$ cat src/rtl/mem_arbiter_if.sv
// mem_arbiter_if: both cache requester ports plus the shared memory port
interface mem_arbiter_if #(parameter int ADDR_W = 16, parameter int DATA_W = 16);
    logic              i_req, i_rd, i_wr, i_gnt, i_stall, i_rvalid;
    logic [ADDR_W-1:0] i_addr;
    logic [DATA_W-1:0] i_wdata, i_rdata;
    logic              d_req, d_rd, d_wr, d_gnt, d_stall, d_rvalid;
    logic [ADDR_W-1:0] d_addr;
    logic [DATA_W-1:0] d_wdata, d_rdata;
    logic              mem_rd, mem_wr, mem_stall, err;
    logic [ADDR_W-1:0] mem_addr;
    logic [DATA_W-1:0] mem_wdata, mem_rdata;
    modport slave (
        input  i_req, i_rd, i_wr, i_addr, i_wdata, d_req, d_rd, d_wr, d_addr, d_wdata, mem_stall, mem_rdata,
        output i_gnt, i_stall, i_rdata, i_rvalid, d_gnt, d_stall, d_rdata, d_rvalid,
        output mem_rd, mem_wr, mem_addr, mem_wdata, err
    );
    modport master (
        output i_req, i_rd, i_wr, i_addr, i_wdata, d_req, d_rd, d_wr, d_addr, d_wdata, mem_stall, mem_rdata,
        input  i_gnt, i_stall, i_rdata, i_rvalid, d_gnt, d_stall, d_rdata, d_rvalid,
        input  mem_rd, mem_wr, mem_addr, mem_wdata, err
    );
endinterface

$ cat src/rtl/mem_arbiter.sv
// mem_arbiter: round-robin burst owner of the memory port with tagged read returns
module mem_arbiter #(parameter int MEM_LAT = 2) (
    input  logic         clk,
    input  logic         rst,
    mem_arbiter_if.slave bus
);
    localparam logic [1:0] IDLE = 2'd0, OWN_I = 2'd1, OWN_D = 2'd2;
    logic [1:0]         state, state_nx;
    logic               last_d, prev_d, own_i, own_d, free, o_rd, o_wr, conflict, tail_v, tail_d;
    logic [MEM_LAT-1:0] tag_v, tag_d;
    assign own_i  = state == OWN_I;
    assign own_d  = state == OWN_D;
    // a finishing owner counts as the last owner in the same-cycle arbitration
    assign prev_d = own_d | (state == IDLE & last_d);
    assign free   = state == IDLE | (own_i & ~bus.i_req) | (own_d & ~bus.d_req);
    // round-robin pick whenever the port is free, favouring the requester that did not own it last
    always_comb begin
        state_nx = state;
        if (free)
            state_nx = (bus.i_req & bus.d_req) ? (prev_d ? OWN_I : OWN_D) :
                       bus.i_req ? OWN_I : bus.d_req ? OWN_D : IDLE;
    end
    // grant state and round-robin history
    always_ff @(posedge clk or negedge rst) begin
        if (!rst) begin
            state  <= IDLE;
            last_d <= 1'b0;
        end else begin
            state  <= state_nx;
            last_d <= prev_d;
        end
    end
    // read tags travel alongside the memory latency and keep the issuing owner
    always_ff @(posedge clk or negedge rst) begin
        if (!rst) begin
            tag_v <= '0;
            tag_d <= '0;
        end else begin
            for (int k = MEM_LAT - 1; k > 0; k--) begin
                tag_v[k] <= tag_v[k-1];
                tag_d[k] <= tag_d[k-1];
            end
            tag_v[0] <= bus.mem_rd & ~bus.mem_stall;
            tag_d[0] <= own_d;
        end
    end
    assign o_rd          = own_i ? bus.i_rd : own_d & bus.d_rd;
    assign o_wr          = own_i ? bus.i_wr : own_d & bus.d_wr;
    assign conflict      = o_rd & o_wr;
    assign bus.err       = conflict;
    assign bus.mem_rd    = o_rd & ~conflict;
    assign bus.mem_wr    = o_wr & ~conflict;
    assign bus.mem_addr  = own_i ? bus.i_addr : own_d ? bus.d_addr : '0;
    assign bus.mem_wdata = own_i ? bus.i_wdata : own_d ? bus.d_wdata : '0;
    assign bus.i_gnt     = own_i;
    assign bus.d_gnt     = own_d;
    assign bus.i_stall   = own_i ? bus.mem_stall | conflict : bus.i_rd | bus.i_wr | bus.i_req;
    assign bus.d_stall   = own_d ? bus.mem_stall | conflict : bus.d_rd | bus.d_wr | bus.d_req;
    assign tail_v        = tag_v[MEM_LAT-1];
    assign tail_d        = tag_d[MEM_LAT-1];
    assign bus.i_rvalid  = tail_v & ~tail_d;
    assign bus.d_rvalid  = tail_v & tail_d;
    assign bus.i_rdata   = bus.i_rvalid ? bus.mem_rdata : '0;
    assign bus.d_rdata   = bus.d_rvalid ? bus.mem_rdata : '0;
endmodule

$ cat src/flat_wrapper.sv
// flat-port wrapper written by rule: the top's interface ports become plain ports
module mem_arbiter_flat 
#(parameter int MEM_LAT = 2)
  (clk, rst, bus_i_req, bus_i_rd, bus_i_wr, bus_i_addr, bus_i_wdata, bus_d_req, bus_d_rd, bus_d_wr, bus_d_addr, bus_d_wdata, bus_mem_stall, bus_mem_rdata, bus_i_gnt, bus_i_stall, bus_i_rdata, bus_i_rvalid, bus_d_gnt, bus_d_stall, bus_d_rdata, bus_d_rvalid, bus_mem_rd, bus_mem_wr, bus_mem_addr, bus_mem_wdata, bus_err);
  mem_arbiter_if #(.ADDR_W(16), .DATA_W(16)) bus_i ();
  input  logic clk;
  input  logic rst;
  input wire logic [$bits(bus_i.i_req)-1:0] bus_i_req;
  input wire logic [$bits(bus_i.i_rd)-1:0] bus_i_rd;
  input wire logic [$bits(bus_i.i_wr)-1:0] bus_i_wr;
  input wire logic [$bits(bus_i.i_addr)-1:0] bus_i_addr;
  input wire logic [$bits(bus_i.i_wdata)-1:0] bus_i_wdata;
  input wire logic [$bits(bus_i.d_req)-1:0] bus_d_req;
  input wire logic [$bits(bus_i.d_rd)-1:0] bus_d_rd;
  input wire logic [$bits(bus_i.d_wr)-1:0] bus_d_wr;
  input wire logic [$bits(bus_i.d_addr)-1:0] bus_d_addr;
  input wire logic [$bits(bus_i.d_wdata)-1:0] bus_d_wdata;
  input wire logic [$bits(bus_i.mem_stall)-1:0] bus_mem_stall;
  input wire logic [$bits(bus_i.mem_rdata)-1:0] bus_mem_rdata;
  output wire logic [$bits(bus_i.i_gnt)-1:0] bus_i_gnt;
  output wire logic [$bits(bus_i.i_stall)-1:0] bus_i_stall;
  output wire logic [$bits(bus_i.i_rdata)-1:0] bus_i_rdata;
  output wire logic [$bits(bus_i.i_rvalid)-1:0] bus_i_rvalid;
  output wire logic [$bits(bus_i.d_gnt)-1:0] bus_d_gnt;
  output wire logic [$bits(bus_i.d_stall)-1:0] bus_d_stall;
  output wire logic [$bits(bus_i.d_rdata)-1:0] bus_d_rdata;
  output wire logic [$bits(bus_i.d_rvalid)-1:0] bus_d_rvalid;
  output wire logic [$bits(bus_i.mem_rd)-1:0] bus_mem_rd;
  output wire logic [$bits(bus_i.mem_wr)-1:0] bus_mem_wr;
  output wire logic [$bits(bus_i.mem_addr)-1:0] bus_mem_addr;
  output wire logic [$bits(bus_i.mem_wdata)-1:0] bus_mem_wdata;
  output wire logic [$bits(bus_i.err)-1:0] bus_err;
  assign bus_i.i_req = bus_i_req;
  assign bus_i.i_rd = bus_i_rd;
  assign bus_i.i_wr = bus_i_wr;
  assign bus_i.i_addr = bus_i_addr;
  assign bus_i.i_wdata = bus_i_wdata;
  assign bus_i.d_req = bus_d_req;
  assign bus_i.d_rd = bus_d_rd;
  assign bus_i.d_wr = bus_d_wr;
  assign bus_i.d_addr = bus_d_addr;
  assign bus_i.d_wdata = bus_d_wdata;
  assign bus_i.mem_stall = bus_mem_stall;
  assign bus_i.mem_rdata = bus_mem_rdata;
  assign bus_i_gnt = bus_i.i_gnt;
  assign bus_i_stall = bus_i.i_stall;
  assign bus_i_rdata = bus_i.i_rdata;
  assign bus_i_rvalid = bus_i.i_rvalid;
  assign bus_d_gnt = bus_i.d_gnt;
  assign bus_d_stall = bus_i.d_stall;
  assign bus_d_rdata = bus_i.d_rdata;
  assign bus_d_rvalid = bus_i.d_rvalid;
  assign bus_mem_rd = bus_i.mem_rd;
  assign bus_mem_wr = bus_i.mem_wr;
  assign bus_mem_addr = bus_i.mem_addr;
  assign bus_mem_wdata = bus_i.mem_wdata;
  assign bus_err = bus_i.err;
  mem_arbiter #(.MEM_LAT(MEM_LAT)) u_core (.clk(clk), .rst(rst), .bus(bus_i));
endmodule
$ cat config.mk
export PLATFORM = sky130hd
export DESIGN_NAME = mem_arbiter_flat
export DESIGN_NICKNAME = d
export VERILOG_FILES = /design/src/rtl/mem_arbiter_if.sv /design/src/rtl/mem_arbiter.sv /design/src/flat_wrapper.sv
export SDC_FILE = /design/constraint.sdc
export NUM_CORES = 1
export LEC_CHECK = 0
export CORE_MARGIN = 10
export CORE_UTILIZATION = 21
export DETAILED_ROUTE_END_ITERATION = 8
export PLACE_DENSITY = 0.81
export SKIP_CTS_REPAIR_TIMING = 1
export SYNTH_ARGS = -nofsm -noshare
export SYNTH_HDL_FRONTEND = slang
export SYNTH_SLANG_ARGS = --single-unit
$ cat constraint.sdc
create_clock -name clk -period 1.9 [get_ports clk]
set_input_delay 0.38 -clock clk [delete_from_list [all_inputs] [get_ports clk]]
set_output_delay 0.38 -clock clk [all_outputs]
set_load 0.03 [all_outputs]
Word level (Yosys, flattened, before mapping). Cells that the tools add are included.

Register bits after elaboration: 7. Output and inout bits: 73.

Equal/unequal tests: 2. Mux-type cells: 14. Bitwise gates (word level): 25. Reductions and logical operators: 1.

Operators by type and width (count): 16-bit two-way mux (6); 1-bit AND (12); 2-bit two-way mux (4); 1-bit bitwise OR (8); 1-bit inverter (5); 1-bit two-way mux (4); 2-bit by 1-bit == test with 1-bit output (second input constant) (1); 2-bit == test (second input constant) (1); 2-bit zero test (1).

Depth between registers and ports, before layout. Gate-level depths: netlist of the first run.

Depth after elaboration: 7. Mapped depth: 6. Depth with buffers taken out: 3.

Worst setup path before layout of the first run. OpenSTA, ideal clock, no wires.

Kind: reg2out. Start: register u_core.state[0]. End: output port bus_i_stall. Data arrival time: 1354 ps. Data required time: 1520 ps. Slack: 166 ps. Stages on the path, launching flop included: 7. Path buffers: 3. Path through: dfrtp_1 -> buf_6 -> nor2b_1 -> buf_6 -> buf_6 -> nor4_1 -> nor2_1.

Elaborated cells on any way between the ends: 9. Those cells by class: 2 x eq/ne; 3 x mux; 4 x bitwise.

RTL lines: from (decl) (line mem_arbiter.sv:8) `logic [1:0] state, state_nx;`; from (signal assigned) (line mem_arbiter.sv:29) `state <= state_nx;`; 2-bit by 1-bit == test with 1-bit output * (line mem_arbiter.sv:11) `assign own_i = state == OWN_I;`; named net bus_i_gnt (line flat_wrapper.sv:20) `output wire logic [$bits(bus_i.i_gnt)-1:0] bus_i_gnt;`; 1-bit two-way mux, on equally long branches (line mem_arbiter.sv:47, mem_arbiter.sv:48); 1-bit AND (line mem_arbiter.sv:49) `assign conflict = o_rd & o_wr;`; 1-bit bitwise OR (line mem_arbiter.sv:57) `assign bus.i_stall = own_i ? bus.mem_stall | conflict : bus.i_rd | bus.i_wr | bus.i_req;`; 1-bit two-way mux * (line mem_arbiter.sv:57); to (decl) (line flat_wrapper.sv:21) `output wire logic [$bits(bus_i.i_stall)-1:0] bus_i_stall;`.

The timed path passes the listed nets; every way through them passes the cells marked *.

Worst setup path in the final report of the first run.
Start: input port bus_i_wr. End: output port bus_i_stall.

Longest elaborated chain between the ends: 4. Elaborated cells on any way between the ends: 6. Those cells by class: 2 x mux; 4 x bitwise.

RTL lines: from (decl) (line flat_wrapper.sv:10) `input wire logic [$bits(bus_i.i_wr)-1:0] bus_i_wr;`; 1-bit two-way mux (line mem_arbiter.sv:48) `assign o_wr = own_i ? bus.i_wr : own_d & bus.d_wr;`; 1-bit AND (line mem_arbiter.sv:49); 1-bit bitwise OR (line mem_arbiter.sv:57); 1-bit two-way mux * (line mem_arbiter.sv:57).

Every way passes the cells marked *; elsewhere a longest branch is shown, timed or not.

==> results of run 1 <==
layout by cell type, fill, tap and decap left out, types with 4 or more instances in the layout:
master / Yosys / final
and2_1: 17 / 17
o21ai_0: 4 / 4
buf_12: 0 / 8
clkdlybuf4s50_1: 0 / 85
dlymetal6s2s_1: 0 / 4
buf_4: 3 / 77
a22o_1: 32 / 30
and3_1: 16 / 16
nand2_1: 4 / 4
dfrtp_1: 7 / 5
state kept, by name, summed over array words and instances (netlist names):
signal,flops
u_core.state,2
u_core.tag_v,2
u_core.tag_d,2
u_core.last_d,1
area by class of cell:
cell class	instances	share of cell area (%)
flip-flops and latches	7	6.60
repair buffers	176	62.3
well taps	52	2.42
inverters	4	0.651
multi-input cells	92	26.4
clock buffers	4	1.67
stage by stage:
stage                     total power, mW  hold WS, ns  area, sq um
after global routing                 2.90        0.358         2690
after global placement               2.39        0.332         2520
after floorplan                      1.47       0.0844          938
final                                2.76        0.346         2690
after CTS                            2.62        0.348         2560
after detailed placement             2.41        0.339         2520
worst paths after layout:
kind / start / endpoint / slack, ns / cells past startpoint
min in group asynchronous: rst / u_core.last_d$_DFF_PN0_ / 0.41 / 1
max in group asynchronous: rst / u_core.state[0]$_DFFE_PN0P_ / 1.24 / 1
hold / removal: u_core.tag_d[0]$_DFF_PN0_ / u_core.tag_d[1]$_DFF_PN0_ / 0.35 / 0
setup reg to reg: u_core.state[0]$_DFFE_PN0P_ / u_core.tag_v[0]$_DFF_PN0_ / 0.53 / 4
setup / recovery: bus_i_wr / bus_i_stall / 0.008 / 5
hold reg to reg: u_core.tag_d[0]$_DFF_PN0_ / u_core.tag_d[1]$_DFF_PN0_ / 0.35 / 0
worst max-delay path, delay by kind of cell:
kind	cells	cell delay (ns)
buffers and inverters	3	0.80
AND/OR/NAND/NOR	2	0.34
layer usage:
metal | GRT usage, % | wire length (um)
met1 | 13.6 | 2220
met3 | 6.29 | 619
met5 | 0 | 0
met2 | 24.9 | 3330
met4 | 3.53 | 34
logic make-up after synthesis:
family	count (synthesis)	synth area share [%]
DFF	7	18.7
and+or+nand+nor	49	30.9
buffers and inverters	16	12.5
AOI/OAI and AO/OA	43	37.9
where the power goes:
part / leakage, nW / switching (mW) / total (mW) / internal [mW]
Clock: 0.0228 / 0.0583 / 0.203 / 0.145
Combinational: 1.25 / 1.23 / 2.30 / 1.07
Sequential: 0.0862 / 0.0583 / 0.252 / 0.194
Total: 1.36 / 1.35 / 2.76 / 1.41
==> summary.md, run 1 <==
| Metric | Value |
|---|---|
| Outcome | completed |
| DRC viols | 0 |
| Worst EP required | about 1.5 ns |
| Clk buf depth | 2 |
| Mean Syn Cell Area | a little over 8 sq um |
| Top cells by area, synth | a22o_1 30%, dfrtp_1 19%, and2_1 11% |
| Worst-skew pair later-pin latency | around 0.22 ns |
| GP Congestion | 0.827 |
| # port buffers | 161 |
| Flops & latches, synth | 7 |
| First-pass GRT wire length | between 8 and 9 mm |
| Ant. Diodes | 0 |
| Period utilisation layout | ~100% |
| Worst path slowest cell | clkdlybuf4s50_1 |
| Initial Util | 21.6% |
| Max-cap viol count | 0 |
| Max Clk Rate | 528 MHz |
| Yosys top cell by area | a22o_1 |
| CTS Root Cell | clkbuf_8 |
| Layout Utilization | roughly three fifths |
| Netlist cell types | 25 |
| Unrepaired setup endpoints after global routing | yes |
| Multi-input gate area | roughly 710 sq um |
| Crit path DAT | about 1.5 ns |
| Initial antenna violation count | 0 |
| Via count of the first global-routing pass | 1656 |
| Grt total ovfl | 0 |
| Register area share after synthesis | about a fifth |
| CP Launch Type | input pin |
| Dpl ws | -0.0923 ns |
| Peak VDD IR | 0.514 mV |
| I/O pin count | 162 |
| Placed cell count | approximately 330 |
| Number of non-filler instances in the completed layout | about 340 |
| Placed wire-length estimate | between 5 and 6 mm |
| Slew margin rel. | between 70% and 80% |
| Worst-path clk slew | roughly 0.040 ns |
| DRT antenna net count | 0 |
| Fin. Hold Viols | 0 |
| Die area | 7540 sq um |
| WL per Instance | approximately 19 um |
| TritonCTS clock tree | built |
| YS warnings | 0 |
| Setup-failing EPs final | 0 |
| DRT iter0 DRCs | between 80 and 90 |
| CP Cell Sequence | clkdlybuf4s50_1 > buf_4 > nor4_2 > nor2_1 > buf_4 |
| CTS Buf Count | 3 |
| Fin nets | 373 |
| EDFF count, synth | 0 |
| Crit end category | primary output |
| Core area | 4350 sq um |
| GRT Util Overall | around 14% |
| Clk sinks | 7 |
| Synthesized area | 938 sq um |
| Clock Skews | roughly 0.0024 ns |
| H-tree lvl count | 1 |
| Leakage | between 1 and 1.5 nW |
| Top_reg_cell synth | dfrtp_1 |
| Worst stage delay on the critical path | about 0.45 ns |
| Synth top area share | roughly 30% |
| Vias/cell | 4.68 |
| DR vias | 1569 |
| Pre-Repair DR Iteration Count | 5 |
| Overall routed net length | between 6 and 7 mm |
| Slew Viols, Final | 0 |
| Ys async rst share | between 90% and 100% |
| Critical path fanouts, max | 3 |
| Setup WS post-layout | 0.00752 ns |
| Rows | 24 |
| Layout cells sized above 1 | approximately 37% |
| Synth Instances | ~120 |
| PwrDens | 1020 nW/um^2 |
| Pin count of the biggest net entering global routing | 36 |
| Worst Max-Slew Pin Slew | about 0.34 ns |
| Layout area overhead | 187% |
| Hold Path Class | reg -> reg |
| Post-Syn Nets | 204 |
| Final min period | about 1.9 ns |
| Die Width | between 80 and 90 um |
| Fillers | 382 |
| Top cells by count, synth | 32 x a22o_1, 17 x and2_1, 16 x and3_1 |
| Total Negative Setup Slacks | 0 ns |
| Count leader, synth | a22o_1 |
| Critical path type | in -> out |
| DIE HEIGHT | 86.8 um |
| Sequential cell area | roughly 180 sq um |
| Most frequent CP cell | buf_4 |
Note: power is estimated with default switching activity, not from simulation.
==> run 2: changes to the inputs <==
CORE_ASPECT_RATIO = 1.75   (was not set)
REMOVE_ABC_BUFFERS = 1   (was not set)
==> run 2 against run 1 <==
The run now ends with setup timing left; routed wire length rose by 7.6%; clock power barely moved; clock-buffer cell count stayed put; non-clock buffer count increased by 3; first-iteration DRC count shrank 69%; total power is 9.4% higher; maximum frequency decreased by 3.1%; critical path depth shrank 1; hold slack worse by 0.0060 ns; critical endpoint is now bus_mem_wr; highest routed layer is now met3.
==> summary.md, run 2 (synthesis results as in run 1) <==
| Metric | Value |
|---|---|
| First-pass GRT wire length | ~9.6 mm |
| Worst-path clk slew | roughly 0.040 ns |
| Worst R2R Setup Slack | roughly 0.53 ns |
| Worst stage delay on the critical path | 0.56 ns |
| Failing checks | setup timing |
| Critical path fanouts, max | 7 |
| Max Clk Rate | approximately 500 MHz |
| DR vias | roughly 1700 |
| Reg2reg start | u_core.state[1]$_DFFE_PN0P_ |
| TritonCTS clock tree | built |
| DRC viols | 0 |
| CTS Root Cell | clkbuf_8 |
| Peak VDD IR | ~0.66 mV |
| DRT antenna net count | 0 |
| Crit path DAT | ~1.6 ns |
| Fin. Hold Viols | 0 |
| Final hold slack | around 0.34 ns |
| Layout cells sized above 1 | around 40% |
| Worst path slowest cell | or4_4 |
| Grt total ovfl | 0 |
| Layout area overhead | 207% |
| Core area | roughly 4400 sq um |
| GRT Util Overall | between 10% and 20% |
| Via count of the first global-routing pass | approximately 1700 |
| Slew Viols, Final | 0 |
| # port buffers | between 150 and 200 |
| Clk buf depth | 2 |
| Initial antenna violation count | 0 |
| CTS Buf Count | 3 |
| Ant. Diodes | 0 |
| Layout Utilization | between 60% and 70% |
| Pre-Repair DR Iteration Count | 4 |
| Die Width | between 70 and 80 um |
| Critical path type | reg -> out |
| Largest regs | u_core.state (2), u_core.tag_d (2), u_core.tag_v (2) |
| Worst Max-Slew Pin Slew | ~0.34 ns |
| PwrDens | about 1000 nW/um^2 |
| Hold wc startpoint | u_core.tag_d[0]$_DFF_PN0_ |
| Setup WS post-layout | -0.0527 ns |
| Final min period | between 1.5 and 2 ns |
| Placed cell count | between 300 and 400 |
| Leakage | 1.45 nW |
| Fin nets | 376 |
| Clock Skews | 0.00294 ns |
| Period utilisation layout | 103% |
| Most frequent CP cell | buf_6 |
| Hold path endpoint | u_core.tag_d[1]$_DFF_PN0_ |
| R2R cell count | 4 |
| Die area | 7650 sq um |
| Initial Util | 21.5% |
| Clk sinks | 7 |
| DIE HEIGHT | roughly 110 um |
| Pin count of the biggest net entering global routing | 35 |
| Number of non-filler instances in the completed layout | approximately 340 |
| Fillers | about 370 |
| Worst EP required | around 1.5 ns |
| Reg2reg end | u_core.tag_v[0]$_DFF_PN0_ |
| Unrepaired setup endpoints after global routing | yes |
| Placed wire-length estimate | 5.88 mm |
| Worst-skew pair later-pin latency | roughly 0.22 ns |
| Setup-failing EPs final | 31 |
| Fin area | between 2000 and 3000 sq um |
| I/O pin count | 162 |
| CP Cell Sequence | buf_6 > or4_4 > o31ai_4 > buf_6 |
| Max-cap viol count | 0 |
| Overall routed net length | between 6 and 7 mm |
| Crit end category | primary output |
| Outcome | complete, but fails checks |
| Hold Path Class | reg -> reg |
| GP Congestion | ~0.86 |
| Commonest non-fill, non-tap cell in the layout | clkdlybuf4s50_1 |
| Vias/cell | roughly 5.0 |
| Worst Hold Depth | 0 |
| Slew margin rel. | 77.1% |
| Placed Instance Area | 2640 sq um |
| Rows | 32 |
| CP Launch Type | flop |
| WL per Instance | 19.8 um |
| H-tree lvl count | 1 |
| DRT iter0 DRCs | 26 |
| Power Total | ~3.0 mW |
| Most frequent cells in the layout | 84 x clkdlybuf4s50_1, 64 x buf_4, 24 x a22o_1 |
[run 2: per-layer routing]
metal | routed length [um] | global-route usage, % | part of all wire, % | vias up
met4 | 0 | 1.67 | 0 | 0
li1 | - | - | - | 777
met1 | 2300 | 15.8 | 34 | 741
met3 | 1400 | 13.4 | 21 | 0
met5 | 0 | 0 | 0 | -
met2 | 2980 | 24.5 | 45 | 153
[run 2: how the worst max path moves through the flow]
stage	startpoint	end	slack [ns]
2_1_floorplan	u_core.state[0]$_DFFE_PN0P_	bus_i_stall	-1.05
3_3_place_gp	bus_i_wr	bus_i_stall	-0.38
3_5_place_dp	bus_mem_stall	bus_i_stall	-0.41
4_1_cts	bus_mem_stall	bus_i_stall	-0.40
5_1_grt	u_core.state[0]$_DFFE_PN0P_	bus_mem_wr	-0.10
6_report	u_core.state[0]$_DFFE_PN0P_	bus_mem_wr	-0.05
[run 2: critical path: cells and delay by family, from the launching register on]
family / cells / cell delay [ns]
flip-flops: 1 / 0.40
AO/OA/AOI/OAI: 1 / 0.08
buffers and inverters: 2 / 0.31
AND/OR/NAND/NOR: 1 / 0.56
[run 2: metrics by stage]
stage	setup slack [ns]	setup TNS (ns)
detailed placement	-0.411	-0.730
floorplan	-1.05	-36.32
global route	-0.103	-2.24
finish	-0.0527	-0.768
CTS	-0.396	-3.42
global placement	-0.378	-0.633
[run 2: final cells by class]
cell class,count,area [sq um],area share [%]
repair buffers,179,1810,63.0
clock buffers,4,45.0,1.56
flip-flops and latches,7,175,6.08
inverters,4,15.0,0.521
multi-input cells,92,767,26.6
well taps,51,63.8,2.22
[run 2: where the power goes]
group | internal [mW] | total [mW] | switching [mW]
Clock | 0.145 | 0.206 | 0.0608
Sequential | 0.191 | 0.237 | 0.0460
Combinational | 1.26 | 2.57 | 1.31
Total | 1.60 | 3.02 | 1.42
==> run 3: changes to the inputs <==
CAP_MARGIN = 20   (was not set)
==> results of run 3 <==
No change in the layout: final DEF, timing and power equal those of run 2.
